File: src/rtl/ring_rr_arbiter.sv
// Round-robin arbiter: a one-hot ring pointer sets priority and moves past each owner on release.
// Optional per-owner grant limit is compiled in with `define RING_ARB_HOLD_LIMIT_EN.
module ring_rr_arbiter #(
  parameter int N        = 4,
  parameter int IDW      = 2,
  parameter int MAX_HOLD = 8
) (
  input  logic           clk,
  input  logic           rst,
  input  logic [N-1:0]   req,
  output logic [N-1:0]   gnt,
  output logic           gnt_valid,
  output logic [IDW-1:0] gnt_id,
  output logic [N-1:0]   ptr,
  output logic           dbg_state
);

  if (N < 2 || N > 16 || IDW < $clog2(N) || MAX_HOLD < 1) begin : g_bad_cfg
    $error("ring_rr_arbiter: illegal parameter combination");
  end

  typedef enum logic {IDLE = 1'b0, BUSY = 1'b1} state_t;

  state_t         r_state;
  state_t         w_state_nxt;
  logic [N-1:0]   w_gnt_nxt;
  logic [N-1:0]   w_ptr_nxt;
  logic           w_valid_nxt;
  logic [IDW-1:0] w_id_nxt;
  logic [N-1:0]   w_owner_rotl;
  logic [N-1:0]   w_scan_ptr;
  logic [N-1:0]   w_scan_mask;
  logic [N-1:0]   w_hi;
  logic [N-1:0]   w_pick;
  logic [N-1:0]   w_win_oh;
  logic [IDW-1:0] w_win_idx;
  logic           w_win_found;
  logic           w_force;
  logic           w_release;

  assign dbg_state    = (r_state == BUSY);
  assign w_owner_rotl = {gnt[N-2:0], gnt[N-1]};

`ifdef RING_ARB_HOLD_LIMIT_EN
  localparam int HCW = $clog2(MAX_HOLD + 1);
  logic [HCW-1:0] r_hold_cnt;
  logic [HCW-1:0] w_hold_nxt;
  // The counter lags the cycle in progress by one, so MAX_HOLD-1 here means
  // the owner is completing its MAX_HOLD-th grant cycle at this edge.
  assign w_force = (r_hold_cnt >= HCW'(MAX_HOLD - 1)) && (|(req & ~gnt));
`else
  assign w_force = 1'b0;
`endif

  assign w_release = (r_state == BUSY) && (!(|(req & gnt)) || w_force);

  // While busy the scan already assumes a release: it starts just past the
  // owner and excludes the owner, so a release can hand over in one edge.
  assign w_scan_ptr  = (r_state == BUSY) ? w_owner_rotl : ptr;
  assign w_scan_mask = (r_state == BUSY) ? (req & ~gnt) : req;

  // Requests at or above the pointer win first; otherwise wrap to the lowest.
  always_comb begin
    w_hi        = w_scan_mask & ~(w_scan_ptr - N'(1));
    w_pick      = (|w_hi) ? w_hi : w_scan_mask;
    w_win_found = |w_scan_mask;
    w_win_idx   = '0;
    w_win_oh    = '0;
    for (int i = N - 1; i >= 0; i--) begin
      if (w_pick[i]) begin
        w_win_idx   = IDW'(i);
        w_win_oh    = '0;
        w_win_oh[i] = 1'b1;
      end
    end
  end

  always_comb begin
    w_state_nxt = r_state;
    w_gnt_nxt   = gnt;
    w_valid_nxt = gnt_valid;
    w_id_nxt    = gnt_id;
    w_ptr_nxt   = ptr;
`ifdef RING_ARB_HOLD_LIMIT_EN
    w_hold_nxt  = r_hold_cnt;
`endif
    case (r_state)
      IDLE: begin
        if (w_win_found) begin
          w_gnt_nxt   = w_win_oh;
          w_valid_nxt = 1'b1;
          w_id_nxt    = w_win_idx;
          w_state_nxt = BUSY;
`ifdef RING_ARB_HOLD_LIMIT_EN
          w_hold_nxt  = '0;
`endif
        end
      end
      BUSY: begin
        if (w_release) begin
          w_ptr_nxt = w_owner_rotl;
`ifdef RING_ARB_HOLD_LIMIT_EN
          w_hold_nxt = '0;
`endif
          if (w_win_found) begin
            w_gnt_nxt   = w_win_oh;
            w_valid_nxt = 1'b1;
            w_id_nxt    = w_win_idx;
          end else begin
            w_gnt_nxt   = '0;
            w_valid_nxt = 1'b0;
            w_id_nxt    = '0;
            w_state_nxt = IDLE;
          end
        end else begin
`ifdef RING_ARB_HOLD_LIMIT_EN
          if (r_hold_cnt != HCW'(MAX_HOLD)) w_hold_nxt = r_hold_cnt + HCW'(1);
`endif
        end
      end
      default: w_state_nxt = IDLE;
    endcase
  end

  always_ff @(posedge clk or negedge rst) begin
    if (!rst) begin
      r_state    <= IDLE;
      gnt        <= '0;
      gnt_valid  <= 1'b0;
      gnt_id     <= '0;
      ptr        <= N'(1);
`ifdef RING_ARB_HOLD_LIMIT_EN
      r_hold_cnt <= '0;
`endif
    end else begin
      r_state    <= w_state_nxt;
      gnt        <= w_gnt_nxt;
      gnt_valid  <= w_valid_nxt;
      gnt_id     <= w_id_nxt;
      ptr        <= w_ptr_nxt;
`ifdef RING_ARB_HOLD_LIMIT_EN
      r_hold_cnt <= w_hold_nxt;
`endif
    end
  end

endmodule

File: config.mk
export PLATFORM = sky130hd
export DESIGN_NAME = ring_rr_arbiter
export DESIGN_NICKNAME = d
export VERILOG_FILES = /design/src/rtl/ring_rr_arbiter.sv
export SDC_FILE = /design/constraint.sdc
export NUM_CORES = 1
export LEC_CHECK = 0
export BUFFER_PORTS_ARGS = -buffer_cell sky130_fd_sc_hd__buf_2
export CORE_MARGIN = 3
export CORE_UTILIZATION = 44
export DETAILED_ROUTE_END_ITERATION = 16
export HOLD_SLACK_MARGIN = 0.05
export PLACE_DENSITY_LB_ADDON = 0.25
export SLEW_MARGIN = 5
export SYNTH_ARGS = -nofsm -noshare
export SYNTH_HDL_FRONTEND = slang
export SYNTH_SLANG_ARGS = --single-unit
File: constraint.sdc
create_clock -name clk -period 4 [get_ports clk]
set_clock_uncertainty 0.15 [all_clocks]
set_input_delay 0.4 -clock clk [delete_from_list [all_inputs] [get_ports clk]]
set_output_delay 0.4 -clock clk [all_outputs]
set_load 0.005 [all_outputs]
Word-level counts from Yosys, hierarchy flattened
Index checks and enable logic that the tools add are counted.
{"block": "classes", "n_mux": 25, "bitwise_logic": 6, "n_eq_ne": 2, "n_reduce_logical": 7, "addsub": 1}
{"cell": "2-to-1 mux 4 bit", "n": 10}
{"cell": "2-to-1 mux 2 bit", "n": 7}
{"cell": "bitwise AND 4 bit", "n": 3}
{"cell": "OR reduction 4 bit", "n": 3}
{"cell": "NOT 4 bit", "n": 2}
{"cell": "one-hot mux 4 bit (2 select lines)", "n": 1}
{"cell": "2-to-1 mux 1 bit", "n": 4}
{"cell": "one-hot mux 1 bit (2 select lines)", "n": 2}
{"cell": "one-hot mux 2 bit (2 select lines)", "n": 1}
{"cell": "AND reduction 2 bit", "n": 2}
{"cell": "subtractor 4 x 1 -> 4 bit, second input constant", "n": 1}
{"cell": "inequality test 2 x 1 -> 1 bit, second input constant", "n": 1}
{"cell": "inequality test 2 bit, second input constant", "n": 1}
{"cell": "logical AND 1 bit", "n": 1}
{"cell": "logical NOT 1 bit", "n": 1}
{"cell": "NOT 1 bit", "n": 1}
{"block": "word_totals", "regBits": 12, "out_inout_bits": 12, "input_bits": 6, "wordCells": 46}

Longest topological paths before layout
Gate-level depths: netlist of run 1.
{"block": "depth", "ltp_word": 13, "ltp_mapped": 9, "mapped_depth_nobuf": 7}

Least setup slack after synthesis of run 1
Ideal clock, no wire load.
{"block": "synth_path", "path_kind": "flip-flop to flip-flop", "start": "register r_state (netlist: dbg_state)", "end": "register gnt[3]", "setup_time_ns": 0.092, "t_required_ns": 3.758, "t_arrival_ns": 2.157, "path_slack_ns": 1.601, "path_buffers": 2, "path_stages_with_launch": 10, "synth_period_minus_slack_ns": 2.399, "cell_sequence": "dfrtp_1 buf_4 buf_2 mux2i_1 ha_1 xor2_1 o32a_4 a41oi_2 nor2_2 o31ai_2"}
{"block": "synth_via", "elab_chain_len": 13, "elab_cells_between_ends": 21, "cone_classes": "add/sub: 1; eq/ne: 2; mux: 11; bitwise: 3; reduce/logical: 4"}
{"item": "start: declaration", "line_no": "24", "text": "state_t r_state;"}
{"item": "start signal: assignment", "line_no": "136", "text": "r_state <= w_state_nxt;"}
{"item": "2-to-1 mux 4 bit", "line_no": "59", "text": "assign w_scan_ptr = (r_state == BUSY) ? w_owner_rotl : ptr;"}
{"item": "subtractor 4 x 1 -> 4 bit", "line_no": "64", "text": "w_hi = w_scan_mask & ~(w_scan_ptr - N'(1));"}
{"item": "NOT 4 bit", "line_no": "64"}
{"item": "bitwise AND 4 bit", "line_no": "64"}
{"item": "OR reduction 4 bit", "line_no": "65", "text": "w_pick = (|w_hi) ? w_hi : w_scan_mask;"}
{"item": "2-to-1 mux 4 bit", "line_no": "65"}
{"item": "2-to-1 mux 4 bit (4 in a row)", "line_no": "70", "text": "if (w_pick[i]) begin"}
{"item": "2-to-1 mux 4 bit", "line_no": "105", "text": "if (w_win_found) begin"}
{"item": "2-to-1 mux 4 bit", "line_no": "100", "text": "if (w_release) begin"}
{"item": "one-hot mux 4 bit (2 select lines)", "line_no": "87", "text": "case (r_state)"}
{"item": "end signal: assignment", "line_no": "137", "text": "gnt <= w_gnt_nxt;"}
{"item": "end: declaration", "line_no": "11", "text": "output logic [N-1:0] gnt,"}
Several ways; a longest one is shown, not always the timed one. The select of a mux whose other input is x is not followed.
A chain may end at the register's enable or synchronous reset.

Worst setup path in the final report of run 1
Same ends and word-level chain as after synthesis.

==> results of run 1 <==
## cell type report
cell class | count | area share, %
multi-input combinational | 77 | 54.7
sequential | 12 | 29.2
timing repair buffer | 18 | 9.20
clock buffer | 4 | 3.51
tap | 25 | 3.03
inverter | 1 | 0.363
## metal layers
metal  wire [um]  track usage, %  share of wire (%)  vias to the layer above
met4          47            9.17                2.3                        0
met1         958            24.4                 46                      398
met3         127            3.21                6.1                        7
li1            -               -                  -                      393
met2         939            27.9                 45                       26
met5           0               0                  0                        -
## cells in the final DEF, fill, tap and decap left out, types with 2 or more instances in the layout
master and instances:
nand4_2 2, o21ai_1 2, o21ai_0 4, nand2_1 19, buf_2 17, mux2_2 3, nor2_1 5, o31ai_2 2
clkbuf_4 3, o31ai_1 3, xor2_1 2, mux2i_1 3, a21boi_0 2, nand2b_1 2, dfrtp_1 11
## final timing paths
kind | endpoint | slack (ns) | depth (start not counted) | startpoint
setup / recovery | gnt[3] | 1.37 | 7 | dbg_state
hold / removal | gnt[0] | 0.32 | 2 | req[0]
setup reg to reg | gnt[3] | 1.37 | 7 | dbg_state
hold reg to reg | gnt_id[1] | 0.35 | 2 | gnt_id[1]
max in group asynchronous | ptr[0] | 3.05 | 2 | rst
min in group asynchronous | gnt[3] | 0.38 | 2 | rst
## registers in the layout (all words and copies together), names as in the netlist
register   count
dbg_state      1
gnt            4
gnt_id         2
gnt_valid      1
ptr            4
## power groups by stage
stage                     registers (uW)  logic, uW  clock network [uW]
after CTS                            243        427                97.5
after global routing                 256        468                 106
after detailed placement             246        424                   0
after global placement               244        421                   0
after floorplan                      217        350                   0
final                                244        425                95.1
## logic make-up after synthesis
group / after synthesis / synth area share [%]
adder cells (fa/ha/maj): 1 / 1.39
flip-flops: 12 / 33.4
AND/OR/NAND/NOR: 39 / 24.6
multiplexers: 6 / 7.07
buffers and inverters: 5 / 3.88
XOR/XNOR: 3 / 2.91
AO/OA/AOI/OAI: 28 / 26.8
## critical path: cells and delay by family, from the launching register on
family / cells / cell delay [ns]
adder cells (fa/ha/maj): 1 / 0.27
XOR/XNOR: 1 / 0.10
AO/OA/AOI/OAI: 3 / 0.86
flip-flops: 1 / 0.76
AND/OR/NAND/NOR: 1 / 0.08
multiplexers: 1 / 0.31
## stage by stage
| step | area [um2] | total power, uW |
|---|---|---|
| after global placement | 987 | 665 |
| final | 1030 | 764 |
| after CTS | 1030 | 768 |
| after floorplan | 902 | 566 |
| after detailed placement | 987 | 670 |
| after global routing | 1030 | 831 |
## repair_timing
action                    4_1_cts  5_1_grt
hold buffers                    1        0
hold endpoints to repair       11        0
gates resized for setup         0        0
==> run summary, run 1 <==
count of input and output buffers: 17
CP cell instances: mux2i_1, ha_1, xor2_1, o32a_4, a41oi_2, nor2_2, o31ai_2
final setup violation count: 0
Area contributors post-synth: dfrtp_1, nand2_1, mux2_2, mux2i_1, dfstp_2
Clock power frac: 12.4%
most common flop cell mapped by yosys: dfrtp_1
Async SR Flop Fraction: 100%
Avg WL per Cell: 15.1 um
Num CTS Buffers: 3
Total Routed Length: 2.07 mm
core area: 0.00182 mm2
Setup crit end kind: flip-flop
top cells by count, synth: nand2_1, dfrtp_1, nor2_1, o21ai_0
Ports: 18
Die ar.: 0.00263 mm2
Syn Area/Cell: 9.60 um2
Synth top area share: 30.5%
crit-path max cell delay: 0.76 ns
Seq/Total Area, Yosys: 33.4%
CTS root buf: clkbuf_4
Vias/cell: 6.01
post-synth cell types: 46
chip height: 51.3 um
slowest cell on the critical path: dfrtp_1
fin crit period: 2.63 ns
Min Hold Slack: 0.324 ns
Power Density: 740 mW/mm2
Area growth syn-to-layout: 14.6%
internal power: 435 uW
# nets final: 120
Chip Width: 51.3 um
CP Launch Type: flip-flop
worst-path maximum fanout: 22
Placed Instances: 132
syn nets: 101
Total GRT Usage: 18.2%
worst-margin pin slew: 0.652 ns
layout cell share with drive strength beyond 1: 33.0%
DRT iter0 DRCs: 14
kind of critical path: flip-flop to flip-flop
Synth Register Bits: 12
first-pass GRT wire length: 3.55 mm
Synth Cell Area: 902 um2
fin cells: 137
setup TNS: 0 ns
leak pwr: 0.000483 uW
Reg power frac: 32.0%
TritonCTS clock tree: yes
H-tree Lvls: 1
Clock Path Buffers: 2
setup ws final: 1.37 ns
Hold Path Class: input pin to flip-flop
Crit path required time: 4.04 ns
Initial Util: 49.6%
# Max-Cap Violations: 0
Detail Route Antenna Nets: 0
Syn Inst Count: 94
FF/Latch Area: 302 um2
CTS Sinks: 12
status: finished, final reports clean
Slew headroom: 56.5%
Core Util, Final: 56.8%
gpl congestion: 0.836
multi-input logic area: 566 um2
switching share of power: 43.1%
hpwl dp: 1.61 mm
count of final hold-check violations: 0
CTS clk-pin slew, worst paths: 0.07 ns
max-slew violations: 0
Gate power share: 55.6%
vias in the first global route: 772
initial antenna violation count: 0
yosys warns: 0
EDFF count, synth: 0
drc violations: 0
fillers: 184
gr ovfl total: 0
num rows: 15
fmax: 0.380 GHz
maximum VDD drop: 0.389 mV
largest net degree at the start of global routing: 23
area leader, netlist: dfrtp_1
worst skew pair latency: 0.27 ns
DR pass1 iterations: 4
number of inserted diodes: 0
sw power: 330 uW
Worst EP arrival: 2.67 ns
count leader, synth: nand2_1
period utilization: 65.7%
RSZ-0062 raised after global routing: no
DR vias: 824
dpl ws: 1.39 ns
postcts setup bufs: 0
(Power assumes the default switching activity.)
==> inputs of run 2 (changes only) <==
- clock period: 4 -> 2.4 ns (I/O delays scaled with it)
==> run 2 against run 1 <==
Critical path depth unchanged. First-iteration DRC count up 100%. Worst hold slack worse by 0.16 ns. Register-to-register slack worse by 1.3 ns. Flip-flop and latch count unchanged. Maximum frequency up 15%. Wire length up 10%.
==> run summary, run 2 (same netlist as run 1, synthesis figures left out) <==
Hold Path Class: input pin to flip-flop
fillers: 184
Gate power share: 62.4%
Power Density: 1230 mW/mm2
worst-path maximum fanout: 4
Ports: 18
Total GRT Usage: 20.5%
commonest non-fill, non-tap cells in the layout: nand2_1, buf_2, dfrtp_1, nor2_1, buf_4
Vias/cell: 6.01
DRT iter0 DRCs: 28
gr ovfl total: 0
Slew headroom: 73.6%
layout cell share with drive strength beyond 1: 35.9%
CTS Sinks: 12
RSZ-0062 raised after global routing: no
switching share of power: 44.0%
H-tree Lvls: 1
kind of critical path: flip-flop to flip-flop
number of inserted diodes: 0
Reg power frac: 27.7%
Clock power frac: 9.9%
count of input and output buffers: 17
CP Launch Type: flip-flop
drc violations: 0
Crit path required time: 2.43 ns
largest net degree at the start of global routing: 14
Area growth syn-to-layout: 19.1%
status: finished, final reports clean
core area: 0.00182 mm2
leak pwr: 0.000502 uW
period utilization: 95.7%
Total Routed Length: 2.28 mm
gpl congestion: 0.929
vias in the first global route: 811
# nets final: 125
DR pass1 iterations: 4
Detail Route Antenna Nets: 0
Placed Instances: 137
slowest cell on the critical path: dfrtp_1
setup TNS: 0 ns
crit-path max cell delay: 0.44 ns
worst-margin pin slew: 0.395 ns
first-pass GRT wire length: 4.00 mm
Top delay family on crit path: compound AO/OA/AOI/OAI gates
Initial Util: 49.6%
postcts setup bufs: 0
setup ws final: 0.104 ns
initial antenna violation count: 0
Top Registers: gnt (4), ptr (4), gnt_id (2)
worst skew pair latency: 0.27 ns
Chip Width: 51.3 um
# Max-Cap Violations: 0
fin crit period: 2.30 ns
num rows: 15
internal power: 741 uW
most common cell after layout, fill and taps aside: nand2_1
fin cells: 142
final setup violation count: 0
count of final hold-check violations: 0
Avg WL per Cell: 16.1 um
sw power: 583 uW
CTS root buf: clkbuf_4
worst path bufs/invs: 0
chip height: 51.3 um
dpl ws: 0.0886 ns
TritonCTS clock tree: yes
Worst EP arrival: 2.33 ns
DR vias: 853
Clock Path Buffers: 2
Num CTS Buffers: 3
maximum VDD drop: 0.657 mV
fmax: 0.436 GHz
max-slew violations: 0
CP cell instances: mux2i_1, ha_2, xor2_1, o32a_4, a41oi_4, nor2_2, o31ai_2
Die ar.: 0.00263 mm2
Setup crit end kind: flip-flop
hpwl dp: 1.74 mm
CTS clk-pin slew, worst paths: 0.07 ns
==> run 2: cell count changes in the layout (fill, tap and decap cells not counted) <==
cell | before | now
ha_2 | 0 | 1
a41oi_4 | 0 | 1
clkbuf_8 | 1 | 0
buf_4 | 0 | 5
a41oi_2 | 1 | 0
ha_1 | 1 | 0
clkbuf_1 | 0 | 1
==> run 2: stage by stage <==
stage / utilization [%] / hold WS (ns) / instance area, um2 / power [uW]
final: 59.0 / 0.159 / 1070 / 1320
after global routing: 59.0 / 0.179 / 1070 / 1440
after CTS: 58.3 / 0.156 / 1060 / 1300
after detailed placement: 56.3 / -0.0108 / 1020 / 1170
after global placement: 56.3 / -0.0151 / 1020 / 1150
after floorplan: - / -0.206 / 902 / 944
==> run 2: final cells by class <==
cell class / count / area, um2 / share of cell area [%]
Multi-Input combinational cell: 77 / 579 / 53.9
Inverter: 1 / 3.75 / 0.349
Sequential cell: 12 / 302 / 28.1
Tap cell: 25 / 31.3 / 2.91
Timing Repair Buffer: 23 / 133 / 12.3
Clock buffer: 4 / 26.3 / 2.44
==> run 2: repair_timing <==
item,4_1_cts,5_1_grt
hold buffers,1,0
setup endpoints to repair,0,2
endpoints found under the hold margin,12,0
resized for setup,0,2
==> run 2: worst paths after layout <==
path                           start         to  slack, ns  cells after the start
max in group asynchronous        rst     ptr[0]       1.60                      2
setup / recovery           dbg_state     gnt[3]       0.10                      7
min in group asynchronous        rst     gnt[1]       0.23                      2
setup reg to reg           dbg_state     gnt[3]       0.10                      7
hold / removal                req[0]     gnt[0]       0.16                      2
hold reg to reg            gnt_id[0]  gnt_id[0]       0.34                      2
==> run 2: power by group through the flow <==
stage	Combinational (uW)	Clock, uW	Sequential (uW)
floorplan	583	0	361
global placement	782	0	366
detailed placement	797	0	369
CTS	804	133	366
global route	907	146	383
finish	826	131	366
==> run 2: per-layer routing <==
metal,GRT usage (%),share of wire [%]
met1,27.3,43
met4,10.9,2.0
met3,3.50,6.7
met2,31.3,48
met5,0,0
==> inputs of run 3 (changes only) <==
- CTS_BUF_LIST: not set -> sky130_fd_sc_hd__clkbuf_16
==> run 3 against run 2 <==
Global-route usage is 1.2 points higher. Combinational power is 1% higher. Flip-flop and latch count stayed put. Register-to-register slack hardly changed. Cell count stayed put. Design area is 4.9% higher. First-iteration DRC count is 25% lower. Maximum frequency is 0.57% higher. Core utilization is 2.9 points higher. Clock-buffer cell count is 1 lower. Sequential power is 1% higher.
==> run summary, run 3 (same netlist as run 1, synthesis figures left out) <==
fin crit period: 2.28 ns
met3 WL: 131 um
gr ovfl total: 0
routed length on met1: 1.07 mm
commonest non-fill, non-tap cells in the layout: nand2_1, buf_2, dfrtp_1, nor2_1, buf_4
slowest cell on the critical path: dfrtp_1
worst hold path stage count: 2
DR top layer: met4
leak pwr: 0.000529 uW
vias in the first global route: 832
DRT iter0 DRCs: 21
period utilization: 95.1%
TritonCTS clock tree: yes
DR pass1 iterations: 4
most common cell after layout, fill and taps aside: nand2_1
# nets final: 125
Setup crit end kind: flip-flop
chip height: 51.3 um
setup ws final: 0.117 ns
Ports: 18
max-slew violations: 0
largest net degree at the start of global routing: 14
maximum VDD drop: 0.833 mV
drc violations: 0
Clock Path Buffers: 2
hpwl dp: 1.74 mm
R2R depth: 7
Num CTS Buffers: 3
dpl ws: 0.0886 ns
Power Density: 1340 mW/mm2
routed length on met2: 1.16 mm
Top Registers: gnt (4), ptr (4), gnt_id (2)
CTS clk-pin slew, worst paths: 0.04 ns
num rows: 15
count of input and output buffers: 17
worst skew pair latency: 0.24 ns
Detail Route Antenna Nets: 0
fillers: 176
Core Util, Final: 61.9%
status: finished, final reports clean
Slew headroom: 72.7%
Chip Width: 51.3 um
RSZ-0062 raised after global routing: no
first-pass GRT wire length: 4.18 mm
Hold Path Class: input pin to flip-flop
kind of critical path: flip-flop to flip-flop
Area growth syn-to-layout: 25.0%
gpl congestion: 0.929
Crit path required time: 2.40 ns
Worst EP arrival: 2.28 ns
final setup violation count: 0
CTS root buf: clkbuf_16
worst-margin pin slew: 0.408 ns
Die ar.: 0.00263 mm2
Total GRT Usage: 21.7%
layout cell share with drive strength beyond 1: 35.9%
Min Hold Slack: 0.198 ns
Vias/cell: 6.07
crit-path max cell delay: 0.43 ns
fmax: 0.438 GHz
CTS Sinks: 12
worst-path maximum fanout: 4
H-tree Lvls: 1
CP Launch Type: flip-flop
CP cell instances: mux2i_1, ha_2, xor2_1, o32a_4, a41oi_4, nor2_2, o31ai_2
count of final hold-check violations: 0
core area: 0.00182 mm2
postcts setup bufs: 0
number of inserted diodes: 0
# Max-Cap Violations: 0
DR vias: 862
Initial Util: 49.6%
initial antenna violation count: 0
setup TNS: 0 ns
Avg WL per Cell: 17.0 um
Total Routed Length: 2.42 mm
[run 3: cell types whose count changed in the layout (fill, tap and decap cells not counted), sizes merged]
cell	delta
clkbuf	-1
inv	+1
[run 3: critical path, delay by kind of cell, from the launching register on]
family / cells / cell delay [ns]
compound gates: 3 / 0.90
mux: 1 / 0.28
fa+ha+maj: 1 / 0.26
xor+xnor: 1 / 0.08
flops: 1 / 0.43
simple gates: 1 / 0.09
[run 3: worst paths after layout]
path	start	end	slack [ns]
max	dbg_state	gnt[2]	0.12
min	req[0]	gnt[0]	0.20
max reg2reg	dbg_state	gnt[2]	0.12
min reg2reg	gnt_id[0]	gnt_id[0]	0.34
max in group asynchronous	rst	ptr[0]	1.55
min in group asynchronous	rst	gnt[1]	0.27
[run 3: final cells by class]
class	count	area [um2]	share of cell area [%]
multi-input combinational	77	579	51.4
sequential	12	302	26.7
timing repair buffer	23	133	11.8
clock buffer	3	75.1	6.66
tap	25	31.3	2.77
clock inverter	1	3.75	0.333
inverter	1	3.75	0.333
[run 3: per-layer routing]
layer / vias to the layer above / GRT usage (%)
met3: 7 / 4.37
met2: 33 / 34.1
met1: 414 / 28.2
met4: 0 / 10.5
met5: - / 0
li1: 408 / -
[run 3: what timing repair did]
| action | 4_1_cts | 5_1_grt |
|---|---|---|
| hold buffers | 1 | 0 |
| gates resized for setup | 0 | 2 |
| endpoints found under the hold margin | 12 | 0 |
| endpoints found under the setup margin | 0 | 2 |
[run 3: power breakdown]
part           internal, uW  switching, uW  leakage (uW)
registers               287           82.6      0.000147
clock network           219           87.3     0.0000423
logic                   391            444      0.000339
[run 3: through the flow]
stage,cells,power (uW),area (um2)
2_1_floorplan,94,944,902
3_3_place_gp,137,1150,1020
3_5_place_dp,137,1170,1020
4_1_cts,142,1480,1110
5_1_grt,142,1620,1130
6_report,142,1510,1130
